`config.mk`:
```
export PLATFORM = sky130hd
export DESIGN_NAME = instruction_fetch_flat
export DESIGN_NICKNAME = d
export VERILOG_FILES = /design/src/rtl/instruction_fetch_pkg.sv /design/src/rtl/instruction_fetch_if.sv /design/src/rtl/instruction_fetch_fifo.sv /design/src/rtl/instruction_fetch.sv /design/src/flat_wrapper.sv
export SDC_FILE = /design/constraint.sdc
export NUM_CORES = 1
export LEC_CHECK = 0
export BUFFER_PORTS_ARGS = -buffer_cell sky130_fd_sc_hd__buf_2
export CAP_MARGIN = 10
export CELL_PAD_IN_SITES_DETAIL_PLACEMENT = 0
export CELL_PAD_IN_SITES_GLOBAL_PLACEMENT = 1
export CORE_MARGIN = 1
export CORE_UTILIZATION = 48
export CTS_BUF_LIST = sky130_fd_sc_hd__clkbuf_8
export CTS_CLUSTER_DIAMETER = 100
export DETAILED_ROUTE_END_ITERATION = 10
export GPL_ROUTABILITY_DRIVEN = 1
export PLACE_DENSITY_LB_ADDON = 0.1
export RECOVER_POWER = 50
export SLEW_MARGIN = 15
export SYNTH_ARGS = -nofsm -noshare
export SYNTH_HDL_FRONTEND = slang
export SYNTH_HIERARCHICAL = 1
export SYNTH_SLANG_ARGS = --single-unit
```
`constraint.sdc`:
```
create_clock -name iCLK -period 5.7 [get_ports iCLK]
set_input_delay 0.57 -clock iCLK [delete_from_list [all_inputs] [get_ports iCLK]]
set_output_delay 0.57 -clock iCLK [all_outputs]
set_load 0.01 [all_outputs]
```
`src/rtl/instruction_fetch_pkg.sv`:
```
`default_nettype none
// ============================================================================
// Module      : instruction_fetch_pkg
// Description : Shared fetch-core types and constants (FSM encoding,
//               instruction length, NOP encoding).
// Revision    : 1.0 - initial release
// ============================================================================
package instruction_fetch_pkg;

    // Fetch FSM: whether a read is outstanding and whether its data is kept
    typedef enum logic [1:0] {
        S_FETCH = 2'd0,
        S_WAIT  = 2'd1,
        S_DROP  = 2'd2
    } fetchState_t;

    // Byte distance between consecutive instructions
    localparam int ILEN_BYTES = 4;

    // Encoding decode substitutes when no instruction is available
    localparam logic [31:0] NOP_INSN = 32'h0000_0013;

endpackage
`default_nettype wire

```
`src/rtl/instruction_fetch_if.sv`:
```
`default_nettype none
// ============================================================================
// Module      : instruction_fetch_if
// Description : Bundles the redirect, instruction-memory and decode-side
//               handshakes of the fetch unit.
// Revision    : 1.0 - initial release
// ============================================================================
interface instruction_fetch_if #(
    parameter int PC_W = 8
);
    // Redirect from the branch resolver
    logic            iBR_TAKEN;
    logic [31:0]     iPCBR;
    // Instruction memory read port
    logic            oIMEM_REQ;
    logic [PC_W-1:0] oIMEM_ADDR;
    logic            iIMEM_ACK;
    logic [31:0]     iIMEM_RDATA;
    // Decode-side instruction handshake
    logic            oIR_VALID;
    logic [31:0]     oIR;
    logic [PC_W-1:0] oIR_PC;
    logic            iIR_READY;

    // Fetch unit side
    modport master (
        input  iBR_TAKEN, iPCBR, iIMEM_ACK, iIMEM_RDATA, iIR_READY,
        output oIMEM_REQ, oIMEM_ADDR, oIR_VALID, oIR, oIR_PC
    );

    // Surrounding pipeline / memory side
    modport slave (
        output iBR_TAKEN, iPCBR, iIMEM_ACK, iIMEM_RDATA, iIR_READY,
        input  oIMEM_REQ, oIMEM_ADDR, oIR_VALID, oIR, oIR_PC
    );
endinterface
`default_nettype wire

```
`src/rtl/instruction_fetch_fifo.sv`:
```
`default_nettype none
// ============================================================================
// Module      : ifetch_fifo
// Description : Small circular instruction buffer with synchronous clear.
//               DEPTH must be a power of two so the pointers wrap naturally.
// Revision    : 1.0 - initial release
// ============================================================================
module ifetch_fifo #(
    parameter  int DEPTH = 2,
    parameter  int WIDTH = 40,
    localparam int PTR_W = (DEPTH > 1) ? $clog2(DEPTH) : 1,
    localparam int CNT_W = $clog2(DEPTH + 1)
) (
    input  wire logic             clk,
    input  wire logic             rst_n,
    input  wire logic             clear,
    input  wire logic             push,
    input  wire logic             pop,
    input  wire logic [WIDTH-1:0] wdata,
    output logic      [WIDTH-1:0] rdata,
    output logic      [CNT_W-1:0] count,
    output logic                  full,
    output logic                  empty
);

    logic [WIDTH-1:0] r_mem [DEPTH];
    logic [PTR_W-1:0] r_rdPtr;
    logic [PTR_W-1:0] r_wrPtr;
    logic [CNT_W-1:0] r_count;
    logic             w_doPop;
    logic             w_doPush;

    // A push at full is only accepted when the head leaves in the same cycle
    assign w_doPop  = pop && !empty;
    assign w_doPush = push && (!full || w_doPop);

    assign count = r_count;
    assign full  = (r_count == CNT_W'(DEPTH));
    assign empty = (r_count == '0);
    assign rdata = r_mem[r_rdPtr];

    // Pointer and occupancy bookkeeping; clear wins over push/pop
    always_ff @(posedge clk or negedge rst_n) begin
        if (!rst_n) begin
            r_rdPtr <= '0;
            r_wrPtr <= '0;
            r_count <= '0;
        end else if (clear) begin
            r_rdPtr <= '0;
            r_wrPtr <= '0;
            r_count <= '0;
        end else begin
            if (w_doPush) r_wrPtr <= r_wrPtr + 1'b1;
            if (w_doPop)  r_rdPtr <= r_rdPtr + 1'b1;
            case ({w_doPush, w_doPop})
                2'b10:   r_count <= r_count + 1'b1;
                2'b01:   r_count <= r_count - 1'b1;
                default: r_count <= r_count;
            endcase
        end
    end

    // Entry storage; reset to zero so the head reads as zero out of reset
    always_ff @(posedge clk or negedge rst_n) begin
        if (!rst_n) begin
            for (int i = 0; i < DEPTH; i++) r_mem[i] <= '0;
        end else if (w_doPush && !clear) begin
            r_mem[r_wrPtr] <= wdata;
        end
    end

endmodule
`default_nettype wire

```
`src/rtl/instruction_fetch.sv`:
```
`default_nettype none
// ============================================================================
// Module      : instruction_fetch
// Description : Front-end fetch unit. Owns the PC, issues single outstanding
//               word reads, buffers returned words for decode and handles
//               redirects from the branch resolver.
// Revision    : 1.0 - initial release
// ============================================================================
module instruction_fetch
    import instruction_fetch_pkg::*;
#(
    parameter int              PC_W     = 8,
    parameter logic [PC_W-1:0] RESET_PC = '0,
    parameter int              DEPTH    = 2
) (
    input  wire logic            iCLK,
    input  wire logic            iRST_N,
    instruction_fetch_if.master  bus
);

    localparam int ENT_W = 32 + PC_W;
    localparam int CNT_W = $clog2(DEPTH + 1);
    localparam logic [PC_W-1:0] c_resetPc = {RESET_PC[PC_W-1:2], 2'b00};

    fetchState_t      r_state;
    fetchState_t      w_stateNext;
    logic [PC_W-1:0]  r_pc;
    logic [PC_W-1:0]  w_pcNext;
    logic [PC_W-1:0]  r_dropAddr;
    logic [PC_W-1:0]  w_dropAddrNext;
    logic [PC_W-1:0]  w_target;
    logic [PC_W-1:0]  w_addr;
    logic             w_req;
    logic             w_accept;
    logic             w_clear;
    logic             w_push;
    logic             w_pop;
    logic [ENT_W-1:0] w_head;
    logic [CNT_W-1:0] w_count;
    logic             w_full;
    logic             w_empty;

    // Redirect target is word-aligned; bits above the PC width are ignored
    assign w_target = {bus.iPCBR[PC_W-1:2], 2'b00};

    // While draining a discarded read the old address must stay on the bus
    assign w_addr = (r_state == S_DROP) ? r_dropAddr : r_pc;

    assign w_pop  = !w_empty && bus.iIR_READY && !bus.iBR_TAKEN;
    assign w_push = w_accept && (!w_full || w_pop);

    assign bus.oIMEM_REQ  = w_req;
    assign bus.oIMEM_ADDR = w_addr;
    assign bus.oIR_VALID  = !w_empty;
    assign bus.oIR        = w_head[ENT_W-1:PC_W];
    assign bus.oIR_PC     = w_head[PC_W-1:0];

    // State, fetch PC and discarded-read address registers
    always_ff @(posedge iCLK or negedge iRST_N) begin
        if (!iRST_N) begin
            r_state    <= S_FETCH;
            r_pc       <= c_resetPc;
            r_dropAddr <= c_resetPc;
        end else begin
            r_state    <= w_stateNext;
            r_pc       <= w_pcNext;
            r_dropAddr <= w_dropAddrNext;
        end
    end

    // Request generation, response acceptance, PC update and redirect handling
    always_comb begin
        w_stateNext    = r_state;
        w_pcNext       = r_pc;
        w_dropAddrNext = r_dropAddr;
        w_req          = 1'b0;
        w_accept       = 1'b0;
        w_clear        = 1'b0;

        case (r_state)
            S_FETCH: begin
                // Reset gating keeps the request low while reset is held
                w_req    = iRST_N && (w_count < CNT_W'(DEPTH)) && !bus.iBR_TAKEN;
                w_accept = w_req && bus.iIMEM_ACK;
                if (w_req && !bus.iIMEM_ACK) w_stateNext = S_WAIT;
            end
            S_WAIT: begin
                w_req    = 1'b1;
                w_accept = bus.iIMEM_ACK;
                if (bus.iIMEM_ACK) w_stateNext = S_FETCH;
            end
            S_DROP: begin
                w_req = 1'b1;
                if (bus.iIMEM_ACK) w_stateNext = S_FETCH;
            end
            default: begin
                w_stateNext = S_FETCH;
            end
        endcase

        if (w_accept) w_pcNext = r_pc + PC_W'(ILEN_BYTES);

        // Redirect overrides every other update; an unanswered read is drained
        if (bus.iBR_TAKEN) begin
            w_clear  = 1'b1;
            w_accept = 1'b0;
            w_pcNext = w_target;
            if ((r_state == S_WAIT) && !bus.iIMEM_ACK) begin
                w_stateNext    = S_DROP;
                w_dropAddrNext = r_pc;
            end else if ((r_state == S_DROP) && !bus.iIMEM_ACK) begin
                w_stateNext = S_DROP;
            end else begin
                w_stateNext = S_FETCH;
            end
        end
    end

    ifetch_fifo #(
        .DEPTH (DEPTH),
        .WIDTH (ENT_W)
    ) u_fifo (
        .clk   (iCLK),
        .rst_n (iRST_N),
        .clear (w_clear),
        .push  (w_push),
        .pop   (w_pop),
        .wdata ({bus.iIMEM_RDATA, w_addr}),
        .rdata (w_head),
        .count (w_count),
        .full  (w_full),
        .empty (w_empty)
    );

endmodule
`default_nettype wire

```
`src/flat_wrapper.sv`:
```
// flat-port wrapper written by rule: the top's interface ports become plain ports
module instruction_fetch_flat import instruction_fetch_pkg::*;
#(
    parameter int              PC_W     = 8,
    parameter logic [PC_W-1:0] RESET_PC = '0,
    parameter int              DEPTH    = 2
)
  (iCLK, iRST_N, bus_iBR_TAKEN, bus_iPCBR, bus_iIMEM_ACK, bus_iIMEM_RDATA, bus_iIR_READY, bus_oIMEM_REQ, bus_oIMEM_ADDR, bus_oIR_VALID, bus_oIR, bus_oIR_PC);
  instruction_fetch_if #(.PC_W(PC_W)) bus_i ();
  input  wire logic iCLK;
  input  wire logic iRST_N;
  input wire logic [$bits(bus_i.iBR_TAKEN)-1:0] bus_iBR_TAKEN;
  input wire logic [$bits(bus_i.iPCBR)-1:0] bus_iPCBR;
  input wire logic [$bits(bus_i.iIMEM_ACK)-1:0] bus_iIMEM_ACK;
  input wire logic [$bits(bus_i.iIMEM_RDATA)-1:0] bus_iIMEM_RDATA;
  input wire logic [$bits(bus_i.iIR_READY)-1:0] bus_iIR_READY;
  output wire logic [$bits(bus_i.oIMEM_REQ)-1:0] bus_oIMEM_REQ;
  output wire logic [$bits(bus_i.oIMEM_ADDR)-1:0] bus_oIMEM_ADDR;
  output wire logic [$bits(bus_i.oIR_VALID)-1:0] bus_oIR_VALID;
  output wire logic [$bits(bus_i.oIR)-1:0] bus_oIR;
  output wire logic [$bits(bus_i.oIR_PC)-1:0] bus_oIR_PC;
  assign bus_i.iBR_TAKEN = bus_iBR_TAKEN;
  assign bus_i.iPCBR = bus_iPCBR;
  assign bus_i.iIMEM_ACK = bus_iIMEM_ACK;
  assign bus_i.iIMEM_RDATA = bus_iIMEM_RDATA;
  assign bus_i.iIR_READY = bus_iIR_READY;
  assign bus_oIMEM_REQ = bus_i.oIMEM_REQ;
  assign bus_oIMEM_ADDR = bus_i.oIMEM_ADDR;
  assign bus_oIR_VALID = bus_i.oIR_VALID;
  assign bus_oIR = bus_i.oIR;
  assign bus_oIR_PC = bus_i.oIR_PC;
  instruction_fetch #(.PC_W(PC_W), .RESET_PC(RESET_PC), .DEPTH(DEPTH)) u_core (.iCLK(iCLK), .iRST_N(iRST_N), .bus(bus_i));
endmodule
```
==> flow_metrics.tcl, run 1 <==
set metrics [dict create \
    dr_wl_met3_um 325 \
    initial_core_util 0.505 \
    cts_inserted_buffers 9 \
    antenna_found_initial 0 \
    grt_pass1_vias 2818 \
    n_fill_cell 829 \
    grt_max_degree 53 \
    cts_tree "built" \
    cp-start-kind "primary input" \
    multi_input_area_um2 2130 \
    pre_cts_ws_ns 1.85 \
    relSlewSlack -0.805 \
    die_w_um 101 \
    top_layer_used "met4" \
    dieArea_um2 10300 \
    required_ns 5.94 \
    routedLengthMet1_mm 4.05 \
    place_area_um2 5250 \
    cts-root-buf "clkbuf_8" \
    violations "capacitance limit, slew limit" \
    ys_warn_count 6 \
    power-per-cell-area_nw_per_um2 374 \
    postRouteAntennaNets 0 \
    wire_per_inst_um 16.1 \
    finalSetupViolCount 0 \
    io_pins 119 \
    post_cts_buffers 0 \
    final_cell_mix "98 x dfrtp_1, 88 x mux2_2, 87 x buf_2" \
    critPathCaptureType "flip-flop" \
    wl_met2_mm 4.31 \
    first_pass_iters 4 \
    drt_iter0_markers 71 \
    worst_slack_ns 2.16 \
    avgSynthCellArea_um2 14.8 \
    power.net_switching_uw 585 \
    slew_viol_final 95 \
    max-cap-violations 2 \
    rows 35 \
    netlist_area_um2 4750 \
    power_frac_comb 0.313 \
    p_seq_frac 0.491 \
    finish.utilization 0.573 \
    postLayoutCellArea_um2 5400 \
    postSynthRegisterBits 98 \
    arrival_ns 3.78 \
    grt_setup_unrepaired "no" \
    status "finished, violations left" \
    clock_power_share 0.196 \
    grt_first_pass_wirelength_mm 14.3 \
    place_congestion 0.704 \
    antennaDiodeCount 0 \
    grt_usage 0.183 \
    hold_viol 0 \
    clockBufferDepth 2 \
    grt_overflow 0 \
    p_sw_frac 0.290 \
    nets 485 \
    cts.clk_slew.worst_paths_ns 0.09 \
    fin_skew_ns 0.0122 \
    ir_drop_mv 0.152 \
    coreArea_um2 9420 \
    drive_gt1_frac 0.567 \
    clock_latency_ns 0.36 \
    worst_pin_slew_ns 2.71 \
    crit_type "in -> reg" \
    yosys.cell_types.count 36 \
    totalWireLength_mm 8.76 \
    regArea_um2 2450 \
    min_period_over_period 0.621 \
    postCtsHoldBufs 0 \
    rrSetupSlack_ns 2.27 \
    num_vias 2799 \
    port_buffers 90 \
    fin_crit_ns 3.54 \
    htree_levels 3 \
    leakagePower_nw 2.70 \
    tns_ns 0 \
    area_growth_pct 13.6 \
    final_common_cell "dfrtp_1" \
    drc 0 \
    crit_fanout 49 \
    yosysSeqAreaShare 0.516 \
    intPower_mw 1.43 \
    vias_per_cell 5.14 \
    die_y_um 101 \
    finalPower_mw 2.02 \
    hp-class "in -> async" \
    netlist_instances 322 \
    cts_resized 0 \
    cts.sinks 98 \
    fmax_mhz 283 \
    dpl.hpwl_mm 5.70 \
]
critical path, cell delays in order:
cell	delay, ns
buf_4	0.49
and3b_1	0.41
o21ai_0	0.23
a211oi_1	0.69
or4b_4	0.93
mux2_4	0.42
synthesized netlist by cell type:
cell type | number | share of area
dfrtp_1 | 98 | 0.52
mux2_2 | 94 | 0.22
mux2_4 | 40 | 0.13
clkbuf_1 | 7 | 0.0055
nand2_1 | 7 | 0.0055
nor2_1 | 7 | 0.0055
a21oi_1 | 6 | 0.0063
o21ai_0 | 6 | 0.0063
ha_1 | 5 | 0.013
buf_12 | 4 | 0.017
buf_2 | 4 | 0.0042
inv_1 | 4 | 0.0032
xor2_1 | 4 | 0.0074
a211oi_1 | 3 | 0.0047
nor2b_1 | 3 | 0.0040
and4_1 | 2 | 0.0037
buf_4 | 2 | 0.0032
buf_6 | 2 | 0.0047
mux2i_1 | 2 | 0.0042
nand2b_1 | 2 | 0.0026
nor3_1 | 2 | 0.0021
o211ai_1 | 2 | 0.0032
o21ai_2 | 2 | 0.0037
xnor2_1 | 2 | 0.0037
and2_1 | 1 | 0.0013
and2b_1 | 1 | 0.0016
and3b_1 | 1 | 0.0018
clkbuf_2 | 1 | 0.0011
conb_1 | 1 | 0.00079
nand3b_1 | 1 | 0.0016
nor3b_2 | 1 | 0.0026
o2111ai_2 | 1 | 0.0032
o31ai_1 | 1 | 0.0016
or3_1 | 1 | 0.0013
or3b_2 | 1 | 0.0018
or4b_1 | 1 | 0.0021
path summary, 6_finish.rpt:
path / endpoint / cells past startpoint / from
min in group iCLK: u_core/r_pc[4] / 3 / bus_iPCBR[4]
max: u_core/u_fifo/r_mem[48] / 6 / iRST_N
max reg2reg: u_core/u_fifo/r_mem[48] / 7 / u_core/r_state[1]
min reg2reg: u_core/r_dropAddr[6] / 1 / u_core/r_dropAddr[6]
min: u_core/u_fifo/r_mem[52] / 1 / iRST_N
max in group asynchronous: u_core/u_fifo/r_mem[31] / 2 / iRST_N
cell families after synthesis:
logic type,count (synthesis),share of synthesized area
other cells,1,0.000789
flops,98,0.516
buf+inv,24,0.0387
compound gates,21,0.0290
mux,136,0.353
xor+xnor,6,0.0111
simple gates,31,0.0377
fa+ha+maj,5,0.0132
cell type report:
type                            count  share of cell area
Clock buffer                        9              0.0229
Clock inverter                      7             0.00881
Inverter                            4             0.00278
Multi-Input combinational cell    205               0.394
Sequential cell                    98               0.454
Tap cell                          129              0.0299
Timing Repair Buffer               93              0.0869
registers in the layout (all words and copies together), names as in the netlist:
signal                 flops
u_core/r_state             2
u_core/r_pc                6
u_core/u_fifo/r_rdPtr      1
u_core/r_dropAddr          6
u_core/u_fifo/r_mem       80
u_core/u_fifo/r_wrPtr      1
u_core/u_fifo/count        2
layer usage:
metal  vias up  track usage
met5         -            0
met2        59        0.298
met1      1412        0.243
met4         0       0.0468
li1       1322            -
met3         6       0.0504
power by group through the flow:
stage | Clock (mW) | Sequential (mW) | Combinational [mW]
detailed placement | 0 | 1.00 | 0.645
global route | 0.445 | 1.02 | 0.686
CTS | 0.416 | 0.992 | 0.648
global placement | 0 | 0.990 | 0.631
finish | 0.395 | 0.992 | 0.632
floorplan | 0 | 0.967 | 0.467
through the flow:
step                std cells  hold slack, ns
floorplan                 327           0.274
global placement          529           0.483
detailed placement        529           0.491
CTS                       545           0.233
global route              545           0.256
finish                    545           0.223
(Power assumes the default switching activity.)
==> run 2, diff against run 1 <==
--- a/config.mk
+++ b/config.mk
@@ -10,7 +10,7 @@
 export CELL_PAD_IN_SITES_DETAIL_PLACEMENT = 0
 export CELL_PAD_IN_SITES_GLOBAL_PLACEMENT = 1
 export CORE_MARGIN = 1
-export CORE_UTILIZATION = 48
+export CORE_UTILIZATION = 40
 export CTS_BUF_LIST = sky130_fd_sc_hd__clkbuf_8
 export CTS_CLUSTER_DIAMETER = 100
 export DETAILED_ROUTE_END_ITERATION = 10
==> constraint.sdc (replaced) <==
create_clock -name iCLK -period 3.17 [get_ports iCLK]
set_input_delay 0.317 -clock iCLK [delete_from_list [all_inputs] [get_ports iCLK]]
set_output_delay 0.317 -clock iCLK [all_outputs]
set_load 0.01 [all_outputs]
==> flow_metrics.tcl, run 2 (synthesis results as in run 1) <==
set metrics [dict create \
    p_sw_frac 0.274 \
    cts.clk_slew.worst_paths_ns 0.08 \
    use_met1 0.225 \
    place_congestion 0.698 \
    timing.hold.ws_ns 0.164 \
    busiest_layer "met2" \
    nets 490 \
    fin_crit_ns 2.80 \
    dpl.hpwl_mm 5.86 \
    pre_cts_ws_ns 0.399 \
    finalSetupViolCount 0 \
    postCtsHoldBufs 1 \
    totalWireLength_mm 9.04 \
    coreArea_um2 11500 \
    fin_skew_ns 0.0125 \
    relSlewSlack 0.357 \
    hold_viol 0 \
    power_frac_comb 0.302 \
    wire_per_inst_um 16.0 \
    grt_usage 0.163 \
    status "finished, violations left" \
    path_cells "dlygate4sd3_1, clkbuf_1, and3b_1, o21ai_2, a211oi_1, or4b_4, mux2_4" \
    worst_slack_ns 0.369 \
    num_vias 2800 \
    antenna_found_initial 0 \
    clock_power_share 0.230 \
    tns_ns 0 \
    rows 39 \
    ir_drop_mv 0.232 \
    critPathCaptureType "flip-flop" \
    die_w_um 111 \
    drc 16 \
    leakagePower_nw 2.73 \
    postRouteAntennaNets 0 \
    dieArea_um2 12300 \
    met2_usage 0.248 \
    clockBufferDepth 2 \
    grt_max_degree 71 \
    required_ns 3.42 \
    max-cap-violations 0 \
    hp-class "in -> reg" \
    io_pins 119 \
    reg_top3 "u_core/u_fifo/r_mem: 80 flops, u_core/r_dropAddr: 6 flops, u_core/r_pc: 6 flops" \
    grt_setup_unrepaired "no" \
    first_pass_iters 7 \
    min_period_over_period 0.884 \
    cts_inserted_buffers 9 \
    initial_core_util 0.413 \
    die_y_um 111 \
    violations "DRC" \
    grt_util_met3 0.0334 \
    largest_reg_flops 80 \
    worst_pin_slew_ns 0.965 \
    grt_first_pass_wirelength_mm 15.6 \
    clock_latency_ns 0.37 \
    arrival_ns 3.05 \
    final_common_cell "dfrtp_1" \
    drive_gt1_frac 0.558 \
    top_register "u_core/u_fifo/r_mem" \
    cpMaxStageDelayCell "or4b_4" \
    slew_viol_final 0 \
    power.net_switching_mw 1.04 \
    p_seq_frac 0.468 \
    drt_iter0_markers 91 \
    cts_tree "built" \
    cts_resized 0 \
    antennaDiodeCount 0 \
    htree_levels 3 \
    intPower_mw 2.75 \
    power-per-cell-area_nw_per_um2 688 \
    crit_fanout 41 \
    fmax_mhz 357 \
    cts-root-buf "clkbuf_8" \
    finish.utilization 0.477 \
    post_cts_buffers 0 \
    cp-start-kind "primary input" \
    area_growth_pct 15.7 \
    grt_overflow 0 \
    vias_per_cell 4.96 \
    grt_pass1_vias 3020 \
    cts.sinks 98 \
    port_buffers 90 \
    crit_type "in -> reg" \
    max_stage_delay_ns 0.87 \
    final_cell_mix "98 x dfrtp_1, 94 x mux2_2, 78 x buf_2" \
]
==> run 2: cell types whose count changed in the layout (fill, tap and decap cells not counted), sizes merged <==
cell	delta
clkinvlp	-3
dlygate4sd3	+1
clkinv	-1
buf	-6
inv	+1
clkbuf	+11
bufinv	+2
==> run 2: worst max-delay path: cells and delay by family <==
| family | cells | cell delay (ns) |
|---|---|---|
| and+or+nand+nor | 2 | 1.11 |
| AOI/OAI and AO/OA | 2 | 0.39 |
| muxes | 1 | 0.42 |
| buffers and inverters | 2 | 0.76 |
==> run 2: path summary, 6_finish.rpt <==
| path | startpoint | end | cells after the start | slack (ns) |
|---|---|---|---|---|
| max in group asynchronous | iRST_N | u_core/u_fifo/r_mem[65] | 4 | 1.21 |
| max | iRST_N | u_core/u_fifo/r_mem[43] | 7 | 0.37 |
| min reg2reg | u_core/r_dropAddr[3] | u_core/r_dropAddr[3] | 1 | 0.51 |
| min | bus_iPCBR[2] | u_core/r_pc[2] | 3 | 0.16 |
| max reg2reg | u_core/r_state[1] | u_core/u_fifo/r_mem[43] | 7 | 0.43 |
| min in group asynchronous | iRST_N | u_core/u_fifo/r_mem[44] | 3 | 0.72 |
==> run 2: final cells by class <==
type,instances,area [µm²]
Multi-Input combinational cell,205,2130
Timing Repair Buffer,98,507
Tap cell,143,179
Sequential cell,98,2450
Clock inverter,6,75.1
Clock buffer,10,138
Fill cell,1081,6020
Inverter,4,15.0
==> run 2: layer usage <==
layer,up-vias,wire [µm]
li1,1324,-
met1,1407,4420
met2,56,4110
met3,13,332
met4,0,170
met5,-,0
==> run 2: power by group through the flow <==
stage	Clock (mW)	Combinational, mW	Sequential (mW)
after floorplan	0	0.840	1.74
after global placement	0	1.15	1.78
after detailed placement	0	1.17	1.80
after CTS	0.908	1.18	1.77
after global routing	0.961	1.25	1.82
final	0.870	1.14	1.77
==> run 2: per-stage QoR <==
step           cell area, µm²  std cells  total power, mW
2_1_floorplan            4770        327             2.58
3_3_place_gp             5310        547             2.93
3_5_place_dp             5310        547             2.96
4_1_cts                  5530        564             3.86
5_1_grt                  5500        564             4.03
6_report                 5500        564             3.78
==> run 3, diff against run 2 <==
--- a/config.mk
+++ b/config.mk
@@ -16,9 +16,7 @@
 export DETAILED_ROUTE_END_ITERATION = 10
 export GPL_ROUTABILITY_DRIVEN = 1
 export PLACE_DENSITY_LB_ADDON = 0.1
-export RECOVER_POWER = 50
 export SLEW_MARGIN = 15
 export SYNTH_ARGS = -nofsm -noshare
 export SYNTH_HDL_FRONTEND = slang
-export SYNTH_HIERARCHICAL = 1
 export SYNTH_SLANG_ARGS = --single-unit
==> constraint.sdc (replaced) <==
create_clock -name iCLK -period 2.3 [get_ports iCLK]
set_input_delay 0.23 -clock iCLK [delete_from_list [all_inputs] [get_ports iCLK]]
set_output_delay 0.23 -clock iCLK [all_outputs]
set_load 0.01 [all_outputs]
==> flow_metrics.tcl, run 3 <==
set metrics [dict create \
    io_pins 119 \
    synth_top_area_cell "dfrtp_1" \
    final_cell_mix "93 x dfrtp_1, 87 x buf_2, 84 x mux2_2" \
    yosys.cell_types.count 41 \
    antennaDiodeCount 0 \
    area_growth_pct 17.6 \
    critPathBufInv 2 \
    dieArea_um2 11900 \
    fin_skew_ns 0.00790 \
    ys_warn_count 0 \
    timing.hold.ws_ns 0.0579 \
    arrival_ns 2.38 \
    path_depth 6 \
    ir_drop_mv 0.685 \
    largest_reg_flops 76 \
    yosysSeqAreaShare 0.515 \
    die_y_um 109 \
    hp-class "in -> reg" \
    avgSynthCellArea_um2 13.8 \
    rows 38 \
    cts-root-buf "clkbuf_8" \
    synth_top_cells_by_area "dfrtp_1 51%, mux2_2 21%, mux2_4 8.9%" \
    status "completed" \
    max_stage_delay_ns 0.44 \
    dpl.hpwl_mm 6.02 \
    min_period_over_period 0.921 \
    grt_usage 0.170 \
    clock_latency_ns 0.38 \
    yosys.area.top_type_share 0.515 \
    port_buffers 88 \
    worst_pin_slew_ns 0.918 \
    die_w_um 109 \
    grt_pass1_vias 2914 \
    clockBufferDepth 2 \
    max-cap-violations 0 \
    top_register "u_core.u_fifo.r_mem" \
    nets 498 \
    cts_inserted_buffers 9 \
    reg2reg_depth 6 \
    n_fill_cell 1042 \
    cts.clk_slew.worst_paths_ns 0.09 \
    pre_cts_ws_ns 0.135 \
    r2r_end "u_core.u_fifo.r_mem[72]" \
    final_common_cell "dfrtp_1" \
    synth-compound-area-share 0.0518 \
    post-synth-top-count-cell "dfrtp_1" \
    drc 0 \
    num_vias 2831 \
    crit_type "reg -> reg" \
    first_pass_iters 4 \
    wl_met2_mm 4.19 \
    cts.sinks 94 \
    postRouteAntennaNets 0 \
    grt_first_pass_wirelength_mm 15.0 \
    power-per-cell-area_nw_per_um2 1050 \
    hold_viol 0 \
    postLayoutCellArea_um2 5370 \
    fmax_mhz 472 \
    multi_input_area_um2 2030 \
    yosys.area_share.simple 0.0490 \
    postSynthRegisterBits 94 \
    required_ns 2.56 \
    worst_slack_ns 0.181 \
    htree_levels 3 \
    totalWireLength_mm 9.09 \
    dp_cells 550 \
    regArea_um2 2350 \
    grt_max_degree 73 \
    routedLengthMet1_mm 4.36 \
    holdPathStages 3 \
    cp_top_family "flip-flops" \
    critPathCaptureType "flip-flop" \
    relSlewSlack 0.388 \
    slew_viol_final 0 \
    netlist_instances 332 \
    synth.area.mux_share 0.311 \
    synthXorXnorAreaFrac 0.0134 \
    r2r-start "u_core.r_state[0]" \
    synth_ff_type "dfrtp_1" \
    place_area_um2 5140 \
    tns_ns 0 \
    cpMaxStageDelayCell "dfrtp_1" \
    vias_per_cell 4.98 \
    synth_common_cells "94 x dfrtp_1, 84 x mux2_2, 27 x mux2_4" \
    synth_adder_area_share 0.0137 \
    top_layer_used "met4" \
    reg_top3 "u_core.u_fifo.r_mem: 76 flops, u_core.r_dropAddr: 6 flops, u_core.r_pc: 6 flops" \
    drive_gt1_frac 0.550 \
    drt_iter0_markers 93 \
    leakagePower_nw 2.61 \
    crit_end "u_core.u_fifo.r_mem[72]" \
    crit_fanout 21 \
    antenna_found_initial 0 \
    synth_top_family_by_area "multiplexers" \
    synth_edf_count 0 \
    layout.cells.non_filler 569 \
    wire_per_inst_um 16.0 \
    async_flop_share 1.00 \
    cts_tree "built" \
    rrSetupSlack_ns 0.18 \
    cp-start-kind "flip-flop" \
    grt_setup_unrepaired "no" \
    place_congestion 0.670 \
    dr_wl_met3_um 414 \
    finalSetupViolCount 0 \
    coreArea_um2 11000 \
    fin_crit_ns 2.12 \
    netlist_area_um2 4570 \
    initial_core_util 0.416 \
    path_cells "inv_1, ha_1, and3b_2, o2111ai_4, buf_4, mux2_4" \
    startpoint "u_core.r_state[0]" \
    grt_overflow 0 \
]
## run 3: kinds of logic after synthesis
logic type / after synthesis
buffers and inverters: 32
AND/OR/NAND/NOR: 42
other: 1
adder cells (fa/ha/maj): 5
flip-flops: 94
XOR/XNOR: 7
multiplexers: 118
AO/OA/AOI/OAI: 33
## run 3: stage by stage
step	utilization	total power, mW
finish	0.489	5.66
global route	0.489	6.06
CTS	0.487	5.76
detailed placement	0.468	4.59
global placement	0.468	4.51
floorplan	-	3.96
## run 3: timing repair
action                     in CTS  in global routing
setup endpoints to repair       0                  7
resized for setup               0                  2
hold buffers                    1                  0
setup buffers                   0                  2
hold endpoints to repair       22                  0
## run 3: worst register-to-register path, stage by stage, from the launching register on
cell and delay (ns):
dfrtp_1 0.44, inv_1 0.10, ha_1 0.26, and3b_2 0.29, o2111ai_4 0.23, buf_4 0.35
mux2_4 0.34
## run 3: final cells by class
| class | instances | area share |
|---|---|---|
| sequential | 94 | 0.438 |
| multi-input combinational | 209 | 0.377 |
| timing repair buffer | 101 | 0.108 |
| tap | 140 | 0.0326 |
| clock buffer | 11 | 0.0282 |
| clock inverter | 5 | 0.00932 |
| inverter | 9 | 0.00629 |
## run 3: layer usage
metal  up-vias  GRT usage
met5         -          0
met4         0     0.0608
met3         9     0.0496
met2        63      0.256
met1      1417      0.231
li1       1342          -
## run 3: worst min-delay path by stage
| stage | startpoint | endpoint | slack, ns |
|---|---|---|---|
| after floorplan | iRST_N | u_core.r_dropAddr[2] | -0.07 |
| after global placement | iRST_N | u_core.u_fifo.count[1] | 0.04 |
| after detailed placement | iRST_N | u_core.u_fifo.count[1] | 0.04 |
| after CTS | bus_iPCBR[5] | u_core.r_pc[5] | 0.04 |
| after global routing | bus_iPCBR[5] | u_core.r_pc[5] | 0.06 |
| final | bus_iPCBR[5] | u_core.r_pc[5] | 0.06 |
## run 3: report_power, final
part           switching [mW]  total (mW)  internal (mW)
registers               0.330        2.64           2.31
logic                   0.761        1.89           1.13
clock network           0.577        1.13          0.553
total                    1.67        5.66           3.99
